$ cat config.mk
export PLATFORM = sky130hd
export DESIGN_NAME = delay_sampler
export DESIGN_NICKNAME = d
export VERILOG_FILES = /design/src/rtl/delay_sampler.sv
export SDC_FILE = /design/constraint.sdc
export NUM_CORES = 1
export LEC_CHECK = 0
export ABC_AREA = 1
export BUFFER_PORTS_ARGS = -buffer_cell sky130_fd_sc_hd__buf_2
export CORE_ASPECT_RATIO = 0.9
export CORE_MARGIN = 10
export CORE_UTILIZATION = 49
export DETAILED_ROUTE_END_ITERATION = 16
export GPL_ROUTABILITY_DRIVEN = 0
export PLACE_DENSITY = 0.69
export SLEW_MARGIN = 20
export SYNTH_ARGS = -nofsm -noshare
export SYNTH_HDL_FRONTEND = slang
export SYNTH_SLANG_ARGS = --single-unit
export TNS_END_PERCENT = 5
$ cat constraint.sdc
create_clock -name clk -period 1.92 [get_ports clk]
set_clock_uncertainty 0.2 [all_clocks]
set_input_delay 0 -clock clk [delete_from_list [all_inputs] [get_ports clk]]
set_output_delay 0 -clock clk [all_outputs]
set_load 0.05 [all_outputs]
$ cat src/rtl/delay_sampler.sv
// -----------------------------------------------------------------------------
// delay_sampler
//   Samples a serial line at a programmable offset after each bit-launch strobe
//   and assembles WORD_W bits (MSB first) into a word.
//
//   Optional feature macro: EDGE_TRACK_EN
//     When defined, sdi transitions near each sample point are counted per frame
//     and a faster/slower correction pulse is issued alongside valid.
//     When undefined, faster/slower are tied low.
//
// Ports
//   clk       in   system clock
//   reset_n   in   asynchronous active-low reset
//   start     in   single-cycle frame start request (ignored while busy)
//   abort     in   synchronous frame abort (priority over start/bit_edge)
//   bit_edge  in   single-cycle strobe marking each serial bit launch
//   delay     in   sample offset in clk cycles (latched per bit)
//   sdi       in   asynchronous serial data input
//   data      out  last completed word
//   valid     out  one-cycle pulse, data updated
//   busy      out  frame in progress
//   overrun   out  one-cycle pulse, bit_edge arrived before the pending sample
//   faster    out  one-cycle request to decrement delay
//   slower    out  one-cycle request to increment delay
// -----------------------------------------------------------------------------
module delay_sampler #(
  parameter int WORD_W  = 16,
  parameter int DELAY_W = 8,
  parameter int GUARD   = 2
) (
  input  logic               clk,
  input  logic               reset_n,
  input  logic               start,
  input  logic               abort,
  input  logic               bit_edge,
  input  logic [DELAY_W-1:0] delay,
  input  logic               sdi,
  output logic [WORD_W-1:0]  data,
  output logic               valid,
  output logic               busy,
  output logic               overrun,
  output logic               faster,
  output logic               slower
);

  localparam int BCW = $clog2(WORD_W + 1);
  localparam logic [DELAY_W-1:0] GUARD_D = DELAY_W'(GUARD);

  typedef enum logic [1:0] {
    S_IDLE      = 2'd0,
    S_WAIT_EDGE = 2'd1,
    S_COUNT     = 2'd2
  } state_t;

  state_t              r_state;
  state_t              w_next;
  logic [BCW-1:0]      r_bitcnt;
  logic [DELAY_W-1:0]  r_cnt;
  logic [WORD_W-1:0]   r_shift;
  logic [WORD_W-1:0]   r_data;
  logic                r_valid;
  logic                r_overrun;
  logic                r_sync1;
  logic                r_sdi_s;

  logic                w_accept;
  logic                w_load;
  logic                w_sample;
  logic                w_last;
  logic                w_ovr;
  logic [WORD_W-1:0]   w_shift_nxt;

  // Two-flop synchroniser; everything downstream uses r_sdi_s.
  always_ff @(posedge clk or negedge reset_n) begin
    if (!reset_n) begin
      r_sync1 <= 1'b0;
      r_sdi_s <= 1'b0;
    end else begin
      r_sync1 <= sdi;
      r_sdi_s <= r_sync1;
    end
  end

  always_ff @(posedge clk or negedge reset_n) begin
    if (!reset_n) r_state <= S_IDLE;
    else          r_state <= w_next;
  end

  // Sample fires on the edge where the down-counter is already zero, giving
  // T+delay+1 for a strobe seen at edge T.
  always_comb begin
    w_next   = r_state;
    w_accept = 1'b0;
    w_load   = 1'b0;
    w_sample = 1'b0;
    w_last   = 1'b0;
    if (abort) begin
      w_next = S_IDLE;
    end else begin
      case (r_state)
        S_IDLE: begin
          if (start) begin
            w_accept = 1'b1;
            w_next   = S_WAIT_EDGE;
          end
        end
        S_WAIT_EDGE: begin
          if (bit_edge) begin
            w_load = 1'b1;
            w_next = S_COUNT;
          end
        end
        S_COUNT: begin
          if (r_cnt == '0) begin
            w_sample = 1'b1;
            w_last   = (r_bitcnt == BCW'(1));
            w_next   = w_last ? S_IDLE : S_WAIT_EDGE;
          end
        end
        default: w_next = S_IDLE;
      endcase
    end
  end

  // A strobe seen in COUNT, including on the sample edge itself, is an overrun.
  assign w_ovr       = !abort && (r_state == S_COUNT) && bit_edge;
  assign w_shift_nxt = {r_shift[WORD_W-2:0], r_sdi_s};

  always_ff @(posedge clk or negedge reset_n) begin
    if (!reset_n) begin
      r_bitcnt  <= '0;
      r_cnt     <= '0;
      r_shift   <= '0;
      r_data    <= '0;
      r_valid   <= 1'b0;
      r_overrun <= 1'b0;
    end else begin
      r_valid   <= w_sample && w_last;
      r_overrun <= w_ovr;
      if (abort) begin
        r_bitcnt <= '0;
        r_cnt    <= '0;
        r_shift  <= '0;
      end else begin
        if (w_accept) begin
          r_bitcnt <= BCW'(WORD_W);
          r_shift  <= '0;
        end else if (w_sample) begin
          r_bitcnt <= r_bitcnt - BCW'(1);
          r_shift  <= w_shift_nxt;
        end
        if (w_load) begin
          r_cnt <= delay;
        end else if ((r_state == S_COUNT) && (r_cnt != '0)) begin
          r_cnt <= r_cnt - DELAY_W'(1);
        end
        if (w_sample && w_last) begin
          r_data <= w_shift_nxt;
        end
      end
    end
  end

  assign data    = r_data;
  assign valid   = r_valid;
  assign busy    = (r_state != S_IDLE);
  assign overrun = r_overrun;

  // The MSB of the shift register is shifted out when the word is loaded.
  logic w_unused_msb;
  assign w_unused_msb = r_shift[WORD_W-1];

`ifdef EDGE_TRACK_EN
  localparam int GW = (GUARD < 1) ? 1 : $clog2(GUARD + 1);

  logic [GW-1:0] r_post;
  logic [7:0]    r_late;
  logic [7:0]    r_early;
  logic          r_faster;
  logic          r_slower;
  logic          w_trans;

  // r_sdi_s is about to change on this edge.
  assign w_trans = r_sync1 ^ r_sdi_s;

  // Late window: the GUARD edges following a sample edge.
  // Early window: the GUARD edges preceding a sample edge (cnt in 1..GUARD).
  always_ff @(posedge clk or negedge reset_n) begin
    if (!reset_n) begin
      r_post   <= '0;
      r_late   <= '0;
      r_early  <= '0;
      r_faster <= 1'b0;
      r_slower <= 1'b0;
    end else begin
      r_faster <= 1'b0;
      r_slower <= 1'b0;
      if (abort) begin
        r_post <= '0;
      end else if (w_accept) begin
        r_post  <= '0;
        r_late  <= '0;
        r_early <= '0;
      end else begin
        if (w_sample)          r_post <= GW'(GUARD);
        else if (r_post != '0) r_post <= r_post - GW'(1);
        if ((r_post != '0) && w_trans && (r_late != 8'hFF))
          r_late <= r_late + 8'd1;
        if ((r_state == S_COUNT) && (r_cnt != '0) && (r_cnt <= GUARD_D) &&
            w_trans && (r_early != 8'hFF))
          r_early <= r_early + 8'd1;
        if (w_sample && w_last) begin
          r_faster <= (r_late > r_early);
          r_slower <= (r_early > r_late);
        end
      end
    end
  end

  assign faster = r_faster;
  assign slower = r_slower;
`else
  logic w_unused_guard;
  assign w_unused_guard = |GUARD_D;
  assign faster = 1'b0;
  assign slower = 1'b0;
`endif

endmodule
==> metrics.cfg, run 1 <==
[yosys]
ys_warn_count = 0
synth_seq_area_share = 0.539
avgSynthCellArea_um2 = 8.97
syn_inst = 259
synth_seq_cells = 50
synth_cell_type_count = 26
netlist_area_mm2 = 0.00232

[die]
io_pins = 35
core_area_mm2 = 0.00452
die_width_um = 92.6
start_util = 0.514
die_h_um = 85.3
rows = 23
dieArea_mm2 = 0.00790

[sta]
fin_crit_sh = 0.930
rsz0062_at_grt = true
final_hold_viol_count = 0
relSlewSlack = 0.509
max_clock_freq_mhz = 560
setup_viol = 0
tightest_slew_ns = 0.737
fin_crit_ns = 1.78
slew_viol_final = 0
fin_hold_ws_ns = 0.0844

[grt]
grtUsageMet1 = 0.165
grt_pass1_vias = 1814
grt.busiest_layer = met2
grtUsageMet2 = 0.199
met3_usage = 0.0352
antenna_found_initial = 0
grt_pass1_wl_mm = 8.44
grt-ovfl-total = 0
grt_max_degree = 35
grt_usage = 0.127

[clocking]
cts_sinks = 50
clk_pin_slew_ns = 0.09
cts_made_buffers = 5
post_cts.repair.setup_buffers = 0
clk_latency_ns = 0.30
tritoncts = done
cts.path.max_buffers = 2
cts_root_buffer = clkbuf_8
h-tree-depth = 2

[outcome]
outcome = complete, no violations

[cells_and_area]
ff_latch_area_mm2 = 0.00125
drive_above_1_share = 0.204
stdcell_count = 380
antenna_cells = 0
nFillCells = 384
area_growth_pct = 22.9
utilization = 0.632
final_nets = 335
multi_input_area_um2 = 881

[detailed_routing]
drc_errors = 0
wire_per_inst_um = 12.7
drt_iter0_markers = 82
via_count = 1825
drt_pass1_iterations = 4
vias_per_cell = 4.80
ant_nets = 0
wirelength_mm = 4.84

[placement]
placed_cells = 357
hpwl_mm = 3.35
port_buffers = 32

[power]
peakVddDrop_uv = 713
p_leak_nw = 1.49
power_density_mw_per_mm2 = 984

[worst_setup_path]
critical_path.max_fanout = 16
startpoint_type = flip-flop
path_class = flip-flop to flip-flop
worstSetupEndpointType = flip-flop
required_ns = 1.91
arrival_ns = 1.77

[job]
drv_cap = 0

[hold_path]
hp-class = input port to async pin

==> Yosys cell counts <==
master    instances  share of area
xnor2_1           1         0.0038
nor3_1            1         0.0022
nand2_1          64           0.10
o21ai_0          10          0.022
nand2_4           1         0.0048
o22ai_1          14          0.038
xor2_1            1         0.0038
dfrtp_1          50           0.54
nor2_1           21          0.034
o21ai_1           4         0.0086
nor2_2            2         0.0054
a21oi_1           4         0.0086
ha_1              4          0.022
o21bai_1          1         0.0032
nand4_1           3         0.0081
nor2_4            1         0.0048
buf_2             2         0.0043
inv_1            33          0.053
buf_4             4          0.013
buf_6             3          0.015
nand2_2           3         0.0081
nor2_8            2          0.017
o21a_1           14          0.045
or2_2             1         0.0027
nand3_1          14          0.030
conb_1            1         0.0016
==> area by class of cell <==
cell class / instances / area share
Timing Repair Buffer: 59 / 0.151
Multi-Input combinational cell: 168 / 0.308
Sequential cell: 50 / 0.438
Inverter: 33 / 0.0434
Tap cell: 62 / 0.0272
Clock inverter: 1 / 0.00175
Clock buffer: 7 / 0.0302
==> worst max-delay path, cell delays in order, from the launching register on <==
cell and delay [ns]:
dfrtp_1 0.40, inv_2 0.08, ha_1 0.14, nand2_1 0.06, buf_4 0.15, nor2_8 0.11, nand2_4 0.09, nor2_8 0.13
buf_12 0.15, nand2_1 0.05, o21a_1 0.10
==> flip-flops by register name (all words and copies together), names as in the netlist <==
name / cells
r_shift: 15
r_sync1: 1
data: 16
r_state: 2
valid: 1
overrun: 1
r_bitcnt: 5
r_cnt: 8
r_sdi_s: 1
==> path summary, 6_finish.rpt <==
kind,start,endpoint,slack [ns],cells past startpoint
worst max-delay path,r_cnt[1],data[4],0.14,10
worst min-delay path,reset_n,data[11],0.08,2
worst max register to register,r_cnt[1],data[4],0.14,10
worst min register to register,r_sync1,r_sdi_s,0.16,0
max in group asynchronous,reset_n,r_state[0],0.80,3
min in group clk,sdi,r_sync1,0.14,2
==> stage by stage <==
stage / setup slack (ns) / setup TNS (ns) / area (µm²) / power (W)
2_1_floorplan: 0.251 / 0 / 2330 / 0.00193
6_report: 0.135 / 0 / 2860 / 0.00281
3_5_place_dp: 0.0670 / 0 / 2590 / 0.00217
5_1_grt: -0.000584 / -0.000584 / 2860 / 0.00302
3_3_place_gp: 0.131 / 0 / 2590 / 0.00215
4_1_cts: 0.0500 / 0 / 2830 / 0.00283
==> kinds of logic after synthesis <==
kind of cell | after synthesis | synth area share
compound gates | 47 | 0.125
other cells | 1 | 0.00161
flops | 50 | 0.539
simple gates | 113 | 0.221
fa+ha+maj | 4 | 0.0215
xor+xnor | 2 | 0.00754
buf+inv | 42 | 0.0851
==> cell usage in the layout, fill, tap and decap left out <==
cell	netlist	routed
nor3_1	1	1
o21ai_0	10	10
clkinv_2	0	1
nand3_1	14	14
clkbuf_1	0	1
xnor2_1	1	1
nand2_1	64	63
ha_1	4	4
dlygate4sd3_1	0	14
a21oi_1	4	4
clkbuf_16	0	1
buf_2	2	32
buf_6	3	1
o21bai_1	1	1
nand2_4	1	1
conb_1	1	2
inv_2	0	2
nor2_4	1	1
or2_2	1	1
nand2_2	3	4
nor2_1	21	21
o21a_1	14	14
buf_4	4	10
o22ai_1	14	14
inv_1	33	31
nor2_2	2	2
clkbuf_8	0	6
nand4_1	3	3
o21ai_1	4	4
xor2_1	1	1
nor2_8	2	2
buf_12	0	1
dfrtp_1	50	50
==> layer usage <==
layer | vias to the layer above | part of all wire
met1 | 849 | 0.49
met5 | - | 0
li1 | 935 | -
met2 | 32 | 0.45
met3 | 9 | 0.039
met4 | 0 | 0.015
==> power breakdown <==
| part | switching [W] | internal [W] |
|---|---|---|
| clock network | 0.000331 | 0.000291 |
| registers | 0.000102 | 0.00115 |
| logic | 0.000587 | 0.000345 |
==> repair_timing <==
item	CTS	global route
setup endpoints to repair	0	38
endpoints found under the hold margin	48	0
resized for setup	0	4
hold buffers	14	0
No activity file was read; power rests on OpenSTA's default activity.
==> inputs of run 2 (changes only) <==
- ABC_AREA: 1 -> unset
- PLACE_DENSITY: 0.69 -> 0.7
==> run 2 against run 1 <==
Effect of this change:
- worst hold slack lost 0.088 ns
- register-to-register slack lost 0.20 ns
- sequential power shrank 11%
- core utilization grew 8.0 points
- clock power grew 0.6%
- the flow now finishes with violations (hold timing, setup timing)
- via count grew 0.55%
- routed wire length grew 13%
- global-route usage grew 1.1 points
==> metrics.cfg, run 2 <==
[grt]
grt-ovfl-total = 0  ; unchanged
grt_usage = 0.138  ; +0.0105
antenna_found_initial = 0  ; unchanged
grt_pass1_vias = 1848  ; +1.9%
grt_pass1_wl_mm = 8.99  ; +6.5%
grt_max_degree = 25  ; -29%

[sta]
max_clock_freq_mhz = 504  ; -10%
setup_viol = 29  ; +29
rsz0062_at_grt = true
slew_viol_final = 0  ; unchanged
fin_tns_setup_ns = -0.713  ; -0.713 ns
final_hold_viol_count = 12  ; +12
fin_crit_sh = 1.03  ; +0.105
fin_crit_ns = 1.99  ; +0.201 ns
fin_hold_ws_ns = -0.00361  ; -0.0880 ns
relSlewSlack = 0.662  ; +0.153
timing.final.ws_setup_ns = -0.0656  ; -0.201 ns
tightest_slew_ns = 0.508  ; -0.229 ns

[cells_and_area]
final_area_mm2 = 0.00324  ; +13%
largest_register_ffs = 16  ; unchanged
nFillCells = 338  ; -12%
ff_latch_area_mm2 = 0.00125  ; about the same
multi_input_area_mm2 = 0.00110  ; +25%
drive_above_1_share = 0.450  ; +0.245
antenna_cells = 0  ; unchanged
final_common_cell = dfrtp_1
area_growth_pct = 37.9
final_cell_mix = dfrtp_1 (49), buf_4 (36), buf_2 (32)
final_nets = 295  ; -12%

[yosys]
synth_seq_cells = 50  ; unchanged
synth.most_common_cell = dfrtp_1
synth_flop_cell = dfrtp_1
ys_top_cells_by_count = dfrtp_1 (50), a22o_1 (16), nor2_1 (15)
async_flop_share = 1.00  ; unchanged
ys_warn_count = 0  ; unchanged
yosysTopAreaCell = dfrtp_1
synth_cell_type_count = 51  ; +96%
syn_inst = 192  ; -26%
avgSynthCellArea_um2 = 12.2  ; +36%
yosysTopAreaCellShare = 0.533  ; -0.00574
synth_seq_area_share = 0.533  ; -0.00574
synth_mux_area_frac = 0.100  ; +0.100
synth_top_family_by_area = simple AND/OR/NAND/NOR gates
yosys.area_share.adder = 0.0213  ; -0.000230
synth_xor_area_frac = 0.0112  ; +0.00365
netlist_area_mm2 = 0.00235  ; +1.1%
synth_compound_area_frac = 0.141  ; +0.0157
synth_area_leaders = dfrtp_1 (53%), a22o_1 (6.0%), mux2_4 (5.8%)
synthSimpleGateAreaFrac = 0.151  ; -0.0700
synth-edff-count = 0  ; unchanged

[worst_setup_path]
path_class = flip-flop to flip-flop
arrival_ns = 2.02  ; +0.25 ns
required_ns = 1.95  ; +0.04 ns
reg2reg_setup_slack_ns = -0.07  ; -0.20 ns
startpoint_type = flip-flop
r2r_cells = 5  ; -5
r2r_end = r_bitcnt[4]
critical_path.max_fanout = 5  ; -11
timing.rr.start = r_cnt[4]
worstSetupEndpointType = flip-flop

[clocking]
cts_root_buffer = clkbuf_8
tritoncts = done
clk_pin_slew_ns = 0.10  ; about the same
cts_made_buffers = 5  ; unchanged
h-tree-depth = 2  ; unchanged
clk_latency_ns = 0.30  ; about the same
cts.path.max_buffers = 2  ; unchanged
cts_sinks = 50  ; unchanged

[job]
drv_cap = 0  ; unchanged

[outcome]
violations = hold timing, setup timing
outcome = finished with violations

[detailed_routing]
via_count = 1835  ; +0.55%
ant_nets = 0  ; unchanged
drt_pass1_iterations = 4  ; unchanged
wirelength_mm = 5.47  ; +13%
drt_iter0_markers = 84  ; +2.4%
vias_per_cell = 5.40  ; +12%
wire_per_inst_um = 16.1  ; +26%
drc_errors = 0  ; unchanged

[die]
die_h_um = 85.7  ; +0.42%
rows = 23  ; unchanged
core_area_mm2 = 0.00455  ; +0.64%
die_width_um = 93.0  ; +0.42%
dieArea_mm2 = 0.00797  ; +0.84%
start_util = 0.517  ; +0.00225
io_pins = 35  ; unchanged

[power]
peakVddDrop_uv = 543  ; -24%
p_leak_nw = 1.60  ; +6.9%
power_density_mw_per_mm2 = 726  ; -26%

[placement]
hpwl_mm = 3.78  ; +13%
port_buffers = 32  ; unchanged
placed_area_mm2 = 0.00286  ; +10%

[hold_path]
hp-class = input port to async pin

## run 2: cell count changes after synthesis, sizes merged, moves of 4 or more
cell    change
nor3        +6
nand2      -64
o22ai      -14
o21ai      -11
mux2       +17
a22o       +16
o21a       -13
clkbuf      +5
nor2       -11
inv        -26
a211oi      +5
nor4        +4
nand3       -8
## run 2: final cells by class
cell class              count  area share
repair buffers             89       0.213
flip-flops and latches     50       0.387
multi-input cells         124       0.340
clock inverters             3     0.00734
clock buffers               5      0.0213
inverters                   7     0.00811
well taps                  62      0.0240
## run 2: how the worst max path moves through the flow
stage / startpoint / to / slack, ns
floorplan: r_cnt[0] / data[10] / -0.19
CTS: r_bitcnt[0] / r_bitcnt[4] / -0.07
detailed placement: r_bitcnt[0] / r_bitcnt[4] / -0.22
global route: r_cnt[4] / r_bitcnt[4] / -0.15
finish: r_cnt[4] / r_bitcnt[4] / -0.07
global placement: r_bitcnt[0] / r_bitcnt[4] / -0.17
## run 2: power by group
group	internal (W)	leakage (nW)	switching, W
logic	0.000308	0.869	0.000296
registers	0.00108	0.686	0.0000385
clock network	0.000261	0.0408	0.000365
## run 2: critical path: stages, from the launching register on
cell	delay (ns)
dfrtp_2	0.45
nor4_4	0.35
buf_4	0.22
nand2_4	0.05
or4b_1	0.49
a31oi_1	0.16
## run 2: timing repair
item,in CTS,in global routing
buffers inserted,2,2
setup endpoints to repair,39,43
cloned,0,1
pin swaps,5,6
hold endpoints to repair,66,0
hold buffers,14,0
resized for setup,8,18
## run 2: metrics by stage
| step | instances | setup WS [ns] | power (W) | utilization |
|---|---|---|---|---|
| after floorplan | 193 | -0.190 | 0.00143 | - |
| after global placement | 315 | -0.169 | 0.00165 | 0.630 |
| after detailed placement | 315 | -0.218 | 0.00166 | 0.630 |
| after CTS | 338 | -0.0697 | 0.00233 | 0.689 |
| after global routing | 340 | -0.148 | 0.00246 | 0.712 |
| final | 340 | -0.0656 | 0.00235 | 0.712 |
## run 2: cell families after synthesis
kind of cell    Yosys count
fa+ha+maj                 4
xor+xnor                  3
mux                      18
compound gates           42
flops                    50
buf+inv                  19
simple gates             55
other cells               1
## run 2: metal layers
metal  GRT usage  share of wire
met1       0.172           0.46
met2       0.227           0.49
met3      0.0436          0.047
met4      0.0350          0.010
met5           0              0
